--- src/rtl/bsg_manycore_pkt_decode_lock_pkg.sv ---
// Shared definitions for the registered manycore packet decoder:
// op encodings, lock/config field constants and the packet width helper.
package bsg_manycore_pkt_decode_lock_pkg;

    localparam int op_width_gp = 2;

    typedef enum logic [op_width_gp-1:0] {
        e_op_load   = 2'd0,
        e_op_store  = 2'd1,
        e_op_config = 2'd2,
        e_op_lock   = 2'd3
    } bsg_manycore_packet_op_e;

    // Payload bit of a lock packet: 1 = acquire, 0 = release
    localparam int lock_acquire_bit_gp = 0;

    // Config address that writes the freeze bit, and the payload bit it takes
    localparam int config_freeze_addr_gp = 0;
    localparam int config_freeze_bit_gp  = 0;

    // Packet layout, MSB first:
    //   addr | op | op_ex (byte mask) | payload | src_y | src_x | dst_y | dst_x
    function automatic int bsg_manycore_packet_width(input int addr_w, input int data_w,
                                                     input int x_w, input int y_w);
        return addr_w + op_width_gp + (data_w / 8) + data_w + 2 * x_w + 2 * y_w;
    endfunction

endpackage

--- src/rtl/bsg_manycore_lock_ctrl.sv ---
// Endpoint lock: two-state FSM plus the (x,y) of the holder. Flags requests
// from non-holders while locked and releases that do not come from the holder.
module bsg_manycore_lock_ctrl #(
    parameter int x_cord_width_p = 2,
    parameter int y_cord_width_p = 2
) (
    input  logic                      clk_i,
    input  logic                      reset_i,
    input  logic                      acquire_i,
    input  logic                      release_i,
    input  logic [x_cord_width_p-1:0] req_x_i,
    input  logic [y_cord_width_p-1:0] req_y_i,
    output logic                      lock_o,
    output logic [x_cord_width_p-1:0] lock_x_o,
    output logic [y_cord_width_p-1:0] lock_y_o,
    output logic                      block_o,
    output logic                      illegal_o
);

    typedef enum logic {
        e_unlocked = 1'b0,
        e_locked   = 1'b1
    } lock_state_e;

    lock_state_e               state_q, state_d;
    logic [x_cord_width_p-1:0] holder_x_q, holder_x_d;
    logic [y_cord_width_p-1:0] holder_y_q, holder_y_d;
    logic                      is_holder;

    assign is_holder = (req_x_i == holder_x_q) && (req_y_i == holder_y_q);

    // Next lock state: acquire latches the requester, only the holder may release
    always_comb begin
        state_d    = state_q;
        holder_x_d = holder_x_q;
        holder_y_d = holder_y_q;
        case (state_q)
            e_unlocked: begin
                if (acquire_i) begin
                    state_d    = e_locked;
                    holder_x_d = req_x_i;
                    holder_y_d = req_y_i;
                end
            end
            e_locked: begin
                if (release_i && is_holder) begin
                    state_d = e_unlocked;
                end
            end
            default: state_d = e_unlocked;
        endcase
    end

    // Lock state and holder registers
    always_ff @(posedge clk_i) begin
        if (reset_i) begin
            state_q    <= e_unlocked;
            holder_x_q <= '0;
            holder_y_q <= '0;
        end else begin
            state_q    <= state_d;
            holder_x_q <= holder_x_d;
            holder_y_q <= holder_y_d;
        end
    end

    assign lock_o    = (state_q == e_locked);
    assign lock_x_o  = holder_x_q;
    assign lock_y_o  = holder_y_q;
    assign block_o   = lock_o && !is_holder;
    assign illegal_o = release_i && (!lock_o || !is_holder);

endmodule

--- src/rtl/bsg_manycore_pkt_decode_lock.sv ---
// Registered manycore packet decoder. Consumes config and lock packets
// internally and forwards load/store requests through a one-entry output
// register with full-throughput valid/yumi handshaking.
module bsg_manycore_pkt_decode_lock
    import bsg_manycore_pkt_decode_lock_pkg::*;
#(
    parameter int x_cord_width_p  = 2,
    parameter int y_cord_width_p  = 2,
    parameter int data_width_p    = 32,
    parameter int addr_width_p    = 8,
    parameter bit freeze_init_p   = 1'b1,
    parameter int err_cnt_width_p = 8,
    localparam int packet_width_lp = bsg_manycore_packet_width(addr_width_p, data_width_p,
                                                               x_cord_width_p, y_cord_width_p),
    localparam int mask_width_lp = data_width_p / 8
) (
    input  logic                       clk_i,
    input  logic                       reset_i,
    input  logic                       v_i,
    input  logic [packet_width_lp-1:0] data_i,
    output logic                       ready_o,
    output logic                       v_o,
    input  logic                       yumi_i,
    output logic                       we_o,
    output logic [addr_width_p-1:0]    addr_o,
    output logic [data_width_p-1:0]    data_o,
    output logic [mask_width_lp-1:0]   mask_o,
    output logic [x_cord_width_p-1:0]  from_x_cord_o,
    output logic [y_cord_width_p-1:0]  from_y_cord_o,
    output logic                       freeze_o,
    output logic                       lock_o,
    output logic [x_cord_width_p-1:0]  lock_x_o,
    output logic [y_cord_width_p-1:0]  lock_y_o,
    output logic                       error_o,
    output logic [err_cnt_width_p-1:0] error_cnt_o
);

    typedef struct packed {
        logic [addr_width_p-1:0]   addr;
        bsg_manycore_packet_op_e   op;
        logic [mask_width_lp-1:0]  op_ex;
        logic [data_width_p-1:0]   payload;
        logic [y_cord_width_p-1:0] src_y_cord;
        logic [x_cord_width_p-1:0] src_x_cord;
        logic [y_cord_width_p-1:0] y_cord;
        logic [x_cord_width_p-1:0] x_cord;
    } bsg_manycore_packet_s;

    bsg_manycore_packet_s pkt;
    assign pkt = data_i;

    logic ready_l, accept;
    logic is_ldst, is_cfg, is_lock, is_undef;
    logic lock_acq_bit, cfg_addr_ok;
    logic acquire_s, release_s;
    logic lock_block, lock_illegal;

    logic                       v_q, v_d;
    logic                       we_q, we_d;
    logic [addr_width_p-1:0]    addr_q, addr_d;
    logic [data_width_p-1:0]    data_q, data_d;
    logic [mask_width_lp-1:0]   mask_q, mask_d;
    logic [x_cord_width_p-1:0]  from_x_q, from_x_d;
    logic [y_cord_width_p-1:0]  from_y_q, from_y_d;
    logic                       freeze_q, freeze_d;
    logic                       error_q, error_d;
    logic [err_cnt_width_p-1:0] error_cnt_q, error_cnt_d;

    assign lock_acq_bit = pkt.payload[lock_acquire_bit_gp];
    assign cfg_addr_ok  = (pkt.addr == addr_width_p'(config_freeze_addr_gp));

    // Op decode and acceptance; only loads/stores wait on the output register
    always_comb begin
        ready_l  = 1'b0;
        is_ldst  = 1'b0;
        is_cfg   = 1'b0;
        is_lock  = 1'b0;
        is_undef = 1'b0;
        case (pkt.op)
            e_op_load, e_op_store: begin
                is_ldst = 1'b1;
                ready_l = !lock_block && (!v_q || yumi_i);
            end
            e_op_config: begin
                is_cfg  = 1'b1;
                ready_l = 1'b1;
            end
            e_op_lock: begin
                is_lock = 1'b1;
                // Releases are never held off so a bad release can be flagged
                ready_l = lock_acq_bit ? !lock_block : 1'b1;
            end
            default: begin
                is_undef = 1'b1;
                ready_l  = 1'b1;
            end
        endcase
    end

    assign ready_o   = ready_l;
    assign accept    = v_i && ready_l;
    assign acquire_s = accept && is_lock && lock_acq_bit;
    assign release_s = accept && is_lock && !lock_acq_bit;

    bsg_manycore_lock_ctrl #(
        .x_cord_width_p(x_cord_width_p),
        .y_cord_width_p(y_cord_width_p)
    ) lock_ctrl (
        .clk_i    (clk_i),
        .reset_i  (reset_i),
        .acquire_i(acquire_s),
        .release_i(release_s),
        .req_x_i  (pkt.src_x_cord),
        .req_y_i  (pkt.src_y_cord),
        .lock_o   (lock_o),
        .lock_x_o (lock_x_o),
        .lock_y_o (lock_y_o),
        .block_o  (lock_block),
        .illegal_o(lock_illegal)
    );

    // Next state of the request register, freeze bit and error tracking
    always_comb begin
        v_d         = v_q;
        we_d        = we_q;
        addr_d      = addr_q;
        data_d      = data_q;
        mask_d      = mask_q;
        from_x_d    = from_x_q;
        from_y_d    = from_y_q;
        freeze_d    = freeze_q;
        error_d     = 1'b0;
        error_cnt_d = error_cnt_q;

        if (accept && is_ldst) begin
            v_d      = 1'b1;
            we_d     = (pkt.op == e_op_store);
            addr_d   = pkt.addr;
            data_d   = pkt.payload;
            mask_d   = (pkt.op == e_op_store) ? pkt.op_ex : '1;
            from_x_d = pkt.src_x_cord;
            from_y_d = pkt.src_y_cord;
        end else if (yumi_i) begin
            v_d = 1'b0;
        end

        if (accept && is_cfg && cfg_addr_ok) begin
            freeze_d = pkt.payload[config_freeze_bit_gp];
        end

        error_d = accept && (is_undef || (is_cfg && !cfg_addr_ok) || lock_illegal);
        if (error_d && !(&error_cnt_q)) begin
            error_cnt_d = error_cnt_q + 1'b1;
        end
    end

    // Control state with reset; request payload has no reset and loads only on accept
    always_ff @(posedge clk_i) begin
        if (reset_i) begin
            v_q         <= 1'b0;
            freeze_q    <= freeze_init_p;
            error_q     <= 1'b0;
            error_cnt_q <= '0;
        end else begin
            v_q         <= v_d;
            freeze_q    <= freeze_d;
            error_q     <= error_d;
            error_cnt_q <= error_cnt_d;
        end
        we_q     <= we_d;
        addr_q   <= addr_d;
        data_q   <= data_d;
        mask_q   <= mask_d;
        from_x_q <= from_x_d;
        from_y_q <= from_y_d;
    end

    assign v_o           = v_q;
    assign we_o          = we_q;
    assign addr_o        = addr_q;
    assign data_o        = data_q;
    assign mask_o        = mask_q;
    assign from_x_cord_o = from_x_q;
    assign from_y_cord_o = from_y_q;
    assign freeze_o      = freeze_q;
    assign error_o       = error_q;
    assign error_cnt_o   = error_cnt_q;

endmodule

--- config.mk ---
export PLATFORM = sky130hd
export DESIGN_NAME = bsg_manycore_pkt_decode_lock
export DESIGN_NICKNAME = d
export VERILOG_FILES = /design/src/rtl/bsg_manycore_pkt_decode_lock_pkg.sv /design/src/rtl/bsg_manycore_lock_ctrl.sv /design/src/rtl/bsg_manycore_pkt_decode_lock.sv
export SDC_FILE = /design/constraint.sdc
export NUM_CORES = 1
export LEC_CHECK = 0
export CAP_MARGIN = 20
export CORE_ASPECT_RATIO = 2
export CORE_MARGIN = 2
export CORE_UTILIZATION = 42
export DETAILED_ROUTE_END_ITERATION = 10
export HOLD_SLACK_MARGIN = 0.12
export PLACE_DENSITY_LB_ADDON = 0.2
export SLEW_MARGIN = 10
export SYNTH_ARGS = -nofsm -noshare
export SYNTH_HDL_FRONTEND = slang
export SYNTH_SLANG_ARGS = --single-unit
--- constraint.sdc ---
create_clock -name clk_i -period 14.55 [get_ports clk_i]
set_clock_uncertainty 0.15 [all_clocks]
set_input_delay 4.365 -clock clk_i [delete_from_list [all_inputs] [get_ports clk_i]]
set_output_delay 4.365 -clock clk_i [all_outputs]
set_load 0.02 [all_outputs]
* Word-level counts from Yosys, hierarchy flattened
Index checks and enable logic that the tools add are counted.
Widths: inputs -> output; s select.
** Storage, ports and cells
- Output and inout bits :: 66
- Latch bits :: 0
- ROM bits :: 0
- Input bits :: 58
- Register bits after elaboration :: 65
- Memory bits (writable) :: 0
- Memories kept :: 0
** Operators by class
- Muxes and demuxes :: 10
- Order comparisons :: 0
- Shifts and indexed selects :: 0
- Eq/ne operators :: 5
- $add $sub $neg :: 1
- Multipliers :: 0
- Reduce and logical (&&, ||, !) cells :: 31
- Divide/modulo/power cells :: 0
- Bitwise gates (word level) :: 1
** Operators with widths (count)
- $logic_and 1x1->1 :: 15
- $add 8x1->8 const B :: 1
- $logic_not 8->1 :: 1
- $mux 1 :: 8
- $reduce_and 8->1 :: 1
- $logic_not 1->1 :: 7
- $eq 2x2->1 :: 2
- $eq 2x2->1 const B :: 2
- $logic_or 1x1->1 :: 3
- $pmux 1 s3 :: 1
- $eq 2x1->1 const B :: 1
- $logic_not 2->1 :: 1
- $pmux 1 s2 :: 1
- $reduce_and 2->1 :: 1
- $reduce_bool 2->1 :: 1
- $reduce_or 2->1 :: 1
- $not 1->1 :: 1

* Longest topological paths before layout
Gate-level depths: netlist of the first run.
- Depth after elaboration :: 14
- Depth in mapped cells :: 6
- Depth with buffers taken out :: 6

* Hierarchy
A second synthesis of the first run with hierarchy kept.
** Second synthesis, totals
- Cells, all modules :: 149
- Area, all modules :: 2402.3 µm²
** Modules (own cells, without submodules)
- bsg_manycore_pkt_decode_lock :: area an instance 2162.1 µm², cells an instance 125, times used 1
- bsg_manycore_lock_ctrl :: area an instance 240.2 µm², cells an instance 24, times used 1

* Least setup slack after synthesis of the first run
OpenSTA, ideal clock, no wires.
- Path type :: in2out
- Start :: input port data_i[7]
- End :: output port ready_o
- Stages :: 4
- Buffers on the path :: 0
- Arrival time :: 5.050 ns
- Slack :: 4.985 ns
- Cells stage by stage :: xnor2_1 > nand4_2 > nand2_1 > a22o_1
** On the way
- Cells in the longest elaborated chain, start to end :: 7
- Elaborated cells on any way between the ends :: 8
- Those cells by class :: eq/ne: 1; mux: 2; reduce/logical: 5
** RTL lines
- from (decl) :: RTL line bsg_manycore_pkt_decode_lock.sv:20 : input logic [packet_width_lp-1:0] data_i,
- $eq 2x2->1 (*) :: RTL line bsg_manycore_lock_ctrl.sv:30 : assign is_holder = (req_x_i == holder_x_q) && (req_y_i == holder_y_q);
- $logic_and 1x1->1 (*) :: RTL line bsg_manycore_lock_ctrl.sv:30
- $logic_not 1->1 (*) :: RTL line bsg_manycore_lock_ctrl.sv:70 : assign block_o = lock_o && !is_holder;
- $logic_and 1x1->1 (*) :: RTL line bsg_manycore_lock_ctrl.sv:70
- $logic_not 1->1 (*) :: RTL line bsg_manycore_pkt_decode_lock.sv:82, bsg_manycore_pkt_decode_lock.sv:91
- $mux 1 or $logic_and 1x1->1 (tied branches) :: RTL line bsg_manycore_pkt_decode_lock.sv:91, bsg_manycore_pkt_decode_lock.sv:82
- $pmux 1 s3 (*) :: RTL line bsg_manycore_pkt_decode_lock.sv:79 : case (pkt.op)
- to (decl) :: RTL line bsg_manycore_pkt_decode_lock.sv:21 : output logic ready_o,
Mark *: on every way between the ends. The rest lies on a longest branch, timed or not.

* Worst setup path in the final report of the first run
- Start :: input port data_i[6]
- End :: output port ready_o
The elaborated chain is that of the path after synthesis.

==> results of run 1 <==
## cell usage in the layout, fill, tap and decap left out, types with 2 or more instances in the layout
master           instances
a21oi_1                  6
nand2_1                  8
dfxtp_1                 16
edfxtp_1                49
xnor2_1                  4
o21ai_1                  2
clkbuf_8                12
o21ai_0                  3
nor2_1                   9
or3_1                    3
clkdlybuf4s50_1        119
nand3_1                  4
a31oi_1                  2
inv_1                    5
nand2b_1                 5
clkbuf_1                 2
mux2i_1                  5
nand4_1                  2
## registers in the layout, indices dropped and copies added (netlist names)
register / cells
lock_ctrl.lock_x_o: 2
v_o: 1
from_y_cord_o: 2
lock_ctrl.lock_o: 1
we_o: 1
data_o: 32
error_cnt_o: 8
mask_o: 4
freeze_o: 1
from_x_cord_o: 2
addr_o: 8
error_o: 1
lock_ctrl.lock_y_o: 2
## per-layer routing
metal	vias up	part of all wire, %
met1	814	38
met3	12	6.4
met5	-	0
met4	0	2.1
met2	76	53
li1	821	-
## where the power goes
group | leakage [nW] | internal (W) | switching (W)
Clock | 0.0927 | 0.0000757 | 0.0000640
Sequential | 0.584 | 0.000208 | 0.00000223
Combinational | 0.609 | 0.0000262 | 0.0000214
## path summary, 6_finish.rpt
| path | end | startpoint |
|---|---|---|
| min | error_cnt_o[1] | error_cnt_o[1] |
| min reg2reg | error_cnt_o[1] | error_cnt_o[1] |
| max reg2reg | data_o[31] | lock_ctrl.lock_y_o[1] |
| max | ready_o | data_i[6] |
## cells by family (layout without fill, tap and decap cells)
group	count (synthesis)	after routing	synth area share, %
flops	65	65	76.5
simple gates	45	45	11.1
compound gates	21	21	6.30
buf+inv	7	141	1.44
mux	6	6	2.62
xor+xnor	4	4	1.50
fa+ha+maj	1	1	0.534
## stage by stage
step           util (%)  std cells  setup WS (ns)  power [W]
3_5_place_dp       66.6        327           3.92   0.000262
2_1_floorplan         -        149           4.99   0.000231
5_1_grt            70.0        343           3.84   0.000411
4_1_cts            70.0        343           3.90   0.000403
6_report           70.0        343           3.91   0.000397
3_3_place_gp       66.6        327           3.91   0.000261
## worst register-to-register path: stages, from the launching register on
cell      delay [ns]
dfxtp_1         0.33
xnor2_1         0.21
nand4_2         0.21
nand2_1         0.14
nand3b_1        0.14
nor2b_4         0.13
buf_4           0.51
## cell type report
cell class	count	area, µm²
inverter	5	18.8
multi-input combinational	77	524
fill	401	1630
tap	60	75.1
clock inverter	2	12.5
clock buffer	14	173
timing repair buffer	120	1200
sequential	65	1790
==> results.sh, run 1 <==
export IMPL_synth_edf_count=49
export IMPL_clk_latency_ns=0.33
export IMPL_dieArea_um2=6230
export IMPL_min_path_cells=2
export IMPL_syn_num_nets=208
export IMPL_routed_wirelength_um=5430
export IMPL_syn_avg_cell_area_um2=15.7
export IMPL_antenna_found_initial=0
export IMPL_fp_dieH_um=110
export IMPL_required_ns=10.03
export IMPL_port_buffers=119
export IMPL_final_area_um2=3790
export IMPL_post_cts_buffers=0
export IMPL_setup_viol_count_final=0
export IMPL_grt_use_met1_pct=18.5
export IMPL_dpl_cell_area_um2=3610
export IMPL_timing_fmax_mhz=93.9
export IMPL_numCtsBuffers=9
export IMPL_wl_per_cell_um=15.8
export IMPL_post_cts_resize_count=0
export IMPL_worstMarginPinSlew_ns=0.613
export IMPL_cp_cell_sequence="clkdlybuf4s50_1, xnor2_1, nand4_2, nand2_1, a22o_1, clkdlybuf4s50_1"
export IMPL_track_usage_pct=17.4
export IMPL_grt_pass1_vias=1625
export IMPL_final_hold_violation_count=0
export IMPL_fin_crit_sh_pct=73.2
export IMPL_r2r_cells=6
export IMPL_layout_drive_gt1_share_pct=8.48
export IMPL_met2_usage_pct=30.7
export IMPL_syn_inst=149
export IMPL_status="complete, no violations"
export IMPL_ys_seq_area_share_pct=76.5
export IMPL_row_count=38
export IMPL_dr_first_iter_drc_count=52
export IMPL_path_buf_inv=2
export IMPL_vdd_drop_max_mv=0.0914
export IMPL_die_w_um=56.8
export IMPL_core_area_um2=5420
export IMPL_drc_errors=0
export IMPL_syn_area_um2=2340
export IMPL_max_stage_delay_ns=0.60
export IMPL_path_delay_family="buffers and inverters"
export IMPL_dr_total_vias=1723
export IMPL_startpoint_type="input port"
export IMPL_drv_slew=0
export IMPL_holdCritPathClass="reg -> reg"
export IMPL_synth_top_area_cell="edfxtp_1"
export IMPL_ys_types=40
export IMPL_grt_start_max_net_pins=50
export IMPL_ctsHoldBuffers=0
export IMPL_ant_nets=0
export IMPL_critical_path_class="in -> out"
export IMPL_grt_overflow=0
export IMPL_r2r_slack_ns=12.35
export IMPL_leakage_nw=1.29
export IMPL_viasPerCell=5.02
export IMPL_max_slew_margin_rel_pct=59.1
export IMPL_cts_root_buffer="clkbuf_8"
export IMPL_pwr_density_cell_nw_per_um2=105
export IMPL_place_hpwl_um=4010
export IMPL_finalCriticalPeriod_ns=10.64
export IMPL_post_synth_top_count_cell="edfxtp_1"
export IMPL_grt_setup_unrepaired="false"
export IMPL_cts_tree="built"
export IMPL_grtUsageMet3_pct=4.24
export IMPL_final_nets=337
export IMPL_critical_path_depth=6
export IMPL_cpMaxStageDelayCell="clkdlybuf4s50_1"
export IMPL_ys_top_cells_by_area="edfxtp_1 (63%), dfxtp_1 (14%), mux2i_1 (2.1%)"
export IMPL_ys_warnings_count=0
export IMPL_netlist_area_leader_share_pct=62.8
export IMPL_hold_ws_ns=0.349
export IMPL_critPathArrivalTime_ns=6.13
export IMPL_clk_pin_slew_ns=0.06
export IMPL_h_tree_depth=3
export IMPL_start_util_pct=43.2
export IMPL_areaGrowthSynthToFinish_pct=62.0
export IMPL_tns_ns=0
export IMPL_cp_end_kind="primary output"
export IMPL_ioPinCount=124
export IMPL_synthFlopType="edfxtp_1"
export IMPL_crit_fanout=4
export IMPL_ys_seq_elements=65
export IMPL_drt_pass1_iter_count=4
export IMPL_top_usage_layer="met2"
export IMPL_place_congestion=0.700
export IMPL_maxCapViolations=0
export IMPL_async_flop_share_pct=0
export IMPL_synth_common_cells="edfxtp_1 (49), dfxtp_1 (16), nor2_1 (9)"
export IMPL_clock_sinks=65
export IMPL_grt_pass1_wl_um=7930
export IMPL_cp_common_cell="clkdlybuf4s50_1"
export IMPL_antenna_cells=0
export IMPL_ctsLongestPathBuffers=2
No activity file was read; power rests on OpenSTA's default activity.
==> run 2: changes to the inputs <==
CORE_UTILIZATION = 35   (was 42)
clock period = 8.7 ns   (was 14.55 ns; I/O delays follow)
==> run 2 against run 1 <==
Sequential share of layout area down 1.7 points; routed wire length down 2.5%; global-route usage down 2.1 points; largest power group unchanged.
==> results.sh, run 2 (synthesized netlist as in run 1, its figures left out) <==
export IMPL_status="complete, no violations"
export IMPL_required_ns=5.94
export IMPL_r2r_cells=6
export IMPL_drv_slew=0
export IMPL_cts_root_buffer="clkbuf_16"
export IMPL_startpoint_type="input port"
export IMPL_min_delay_start="error_cnt_o[1]"
export IMPL_timing_fmax_mhz=140
export IMPL_track_usage_pct=15.3
export IMPL_areaGrowthSynthToFinish_pct=67.8
export IMPL_fp_dieH_um=120
export IMPL_met2_usage_pct=25.1
export IMPL_wl_per_cell_um=14.3
export IMPL_post_cts_resize_count=0
export IMPL_cts_tree="built"
export IMPL_final_common_cell="clkdlybuf4s50_1"
export IMPL_design_power_total_w=0.000772
export IMPL_p_seq_share_pct=45.5
export IMPL_largest_reg_flops=32
export IMPL_fin_ws_ns=1.56
export IMPL_final_hold_violation_count=0
export IMPL_critical_path_class="in -> out"
export IMPL_row_count=42
export IMPL_dr_first_iter_drc_count=43
export IMPL_h_tree_depth=3
export IMPL_place_congestion=0.745
export IMPL_r2r_slack_ns=6.48
export IMPL_maxCapViolations=0
export IMPL_ioPinCount=124
export IMPL_fin_crit_sh_pct=82.1
export IMPL_grt_overflow=0
export IMPL_vdd_drop_max_mv=0.125
export IMPL_leakage_nw=1.33
export IMPL_clk_pin_slew_ns=0.05
export IMPL_finalCriticalPeriod_ns=7.14
export IMPL_cp_end_kind="primary output"
export IMPL_start_util_pct=35.7
export IMPL_reg2reg_from="lock_ctrl.lock_y_o[0]"
export IMPL_clk_latency_ns=0.32
export IMPL_core_area_um2=6570
export IMPL_grt_start_max_net_pins=50
export IMPL_tns_ns=0
export IMPL_setup_viol_count_final=0
export IMPL_worstMarginPinSlew_ns=0.608
export IMPL_hold_end="error_cnt_o[1]"
export IMPL_cp_common_cell="clkdlybuf4s50_1"
export IMPL_p_sw_w=0.000161
export IMPL_clock_sinks=65
export IMPL_grt_use_met1_pct=16.3
export IMPL_cp_cell_sequence="clkdlybuf4s50_1, xnor2_1, nand4_2, nand2_1, a22o_1, clkdlybuf4s50_1"
export IMPL_drc_errors=0
export IMPL_grt_pass1_wl_um=8210
export IMPL_power_internal_w=0.000611
export IMPL_swShare_pct=20.9
export IMPL_final_cells=371
export IMPL_grt_setup_unrepaired="false"
export IMPL_die_w_um=61.8
export IMPL_top_usage_layer="met2"
export IMPL_pwr_density_cell_nw_per_um2=196
export IMPL_max_stage_delay_ns=0.60
export IMPL_layout_drive_gt1_share_pct=8.48
export IMPL_post_cts_buffers=0
export IMPL_critPathArrivalTime_ns=4.38
export IMPL_ant_nets=0
export IMPL_min_path_cells=2
export IMPL_max_slew_margin_rel_pct=59.5
export IMPL_path_buf_inv=2
export IMPL_cpMaxStageDelayCell="clkdlybuf4s50_1"
export IMPL_crit_fanout=4
export IMPL_ctsHoldBuffers=0
export IMPL_grt_pass1_vias=1720
export IMPL_port_buffers=119
export IMPL_final_nets=337
export IMPL_dp_slack_ns=1.56
export IMPL_routed_wirelength_um=5300
export IMPL_r2r_end="addr_o[7]"
export IMPL_path_delay_family="buffers and inverters"
export IMPL_antenna_cells=0
export IMPL_dp_cells=355
export IMPL_place_hpwl_um=3920
export IMPL_pwr_share_clk_pct=44.2
export IMPL_dr_total_vias=1709
export IMPL_antenna_found_initial=0
export IMPL_numCtsBuffers=9
export IMPL_drt_pass1_iter_count=4
export IMPL_holdCritPathClass="reg -> reg"
export IMPL_grtUsageMet3_pct=5.60
export IMPL_viasPerCell=4.61
export IMPL_final_cell_mix="clkdlybuf4s50_1 (119), edfxtp_1 (49), dfxtp_1 (16)"
export IMPL_combPwrFrac_pct=10.3
export IMPL_ctsLongestPathBuffers=2
export IMPL_dieArea_um2=7400
-- run 2: cell count changes in the layout (fill, tap and decap cells not counted) --
cell        before  now
clkbuf_16        0    9
clkbuf_1         2    1
clkinv_2         1    2
clkbuf_8        12    0
clkinv_1         0    1
clkinvlp_4       1    2
bufinv_16        0    1
-- run 2: routing by layer --
| layer | vias to the layer above | part of all wire [%] |
|---|---|---|
| met3 | 7 | 9.7 |
| met2 | 88 | 53 |
| li1 | 820 | - |
| met5 | - | 0 |
| met1 | 794 | 36 |
| met4 | 0 | 1.7 |
-- run 2: power by group through the flow --
stage | clock [W] | combinational (W) | sequential [W]
after floorplan | 0 | 0.0000134 | 0.000373
after global placement | 0 | 0.0000792 | 0.000357
after detailed placement | 0 | 0.0000802 | 0.000358
after CTS | 0.000351 | 0.0000807 | 0.000351
after global routing | 0.000365 | 0.0000850 | 0.000353
final | 0.000341 | 0.0000793 | 0.000351
-- run 2: layout make-up --
cell class / count / area (µm²)
inverter: 5 / 18.8
clock buffer: 10 / 229
fill: 521 / 2640
timing repair buffer: 120 / 1200
clock inverter: 6 / 58.8
multi-input combinational: 77 / 524
sequential: 65 / 1790
tap: 88 / 110
-- run 2: how the worst max path moves through the flow --
stage,cells after the start,endpoint,from,slack [ns]
floorplan,4,ready_o,data_i[7],2.65
global placement,6,ready_o,data_i[7],1.55
detailed placement,6,ready_o,data_i[7],1.56
CTS,6,ready_o,data_i[7],1.54
global route,6,ready_o,data_i[5],1.47
finish,6,ready_o,data_i[6],1.56
-- run 2: tightest hold or removal path, delay by kind of cell, from the launching register on --
family / cells / cell delay [ns]
flops: 1 / 0.33
simple gates: 1 / 0.07
mux: 1 / 0.06
-- run 2: metrics by stage --
stage	utilization, %	area (µm²)	hold slack, ns
global placement	55.5	3640	0.341
global route	59.8	3930	0.383
detailed placement	55.5	3640	0.352
finish	59.8	3930	0.355
floorplan	-	2340	0.406
CTS	59.8	3930	0.360
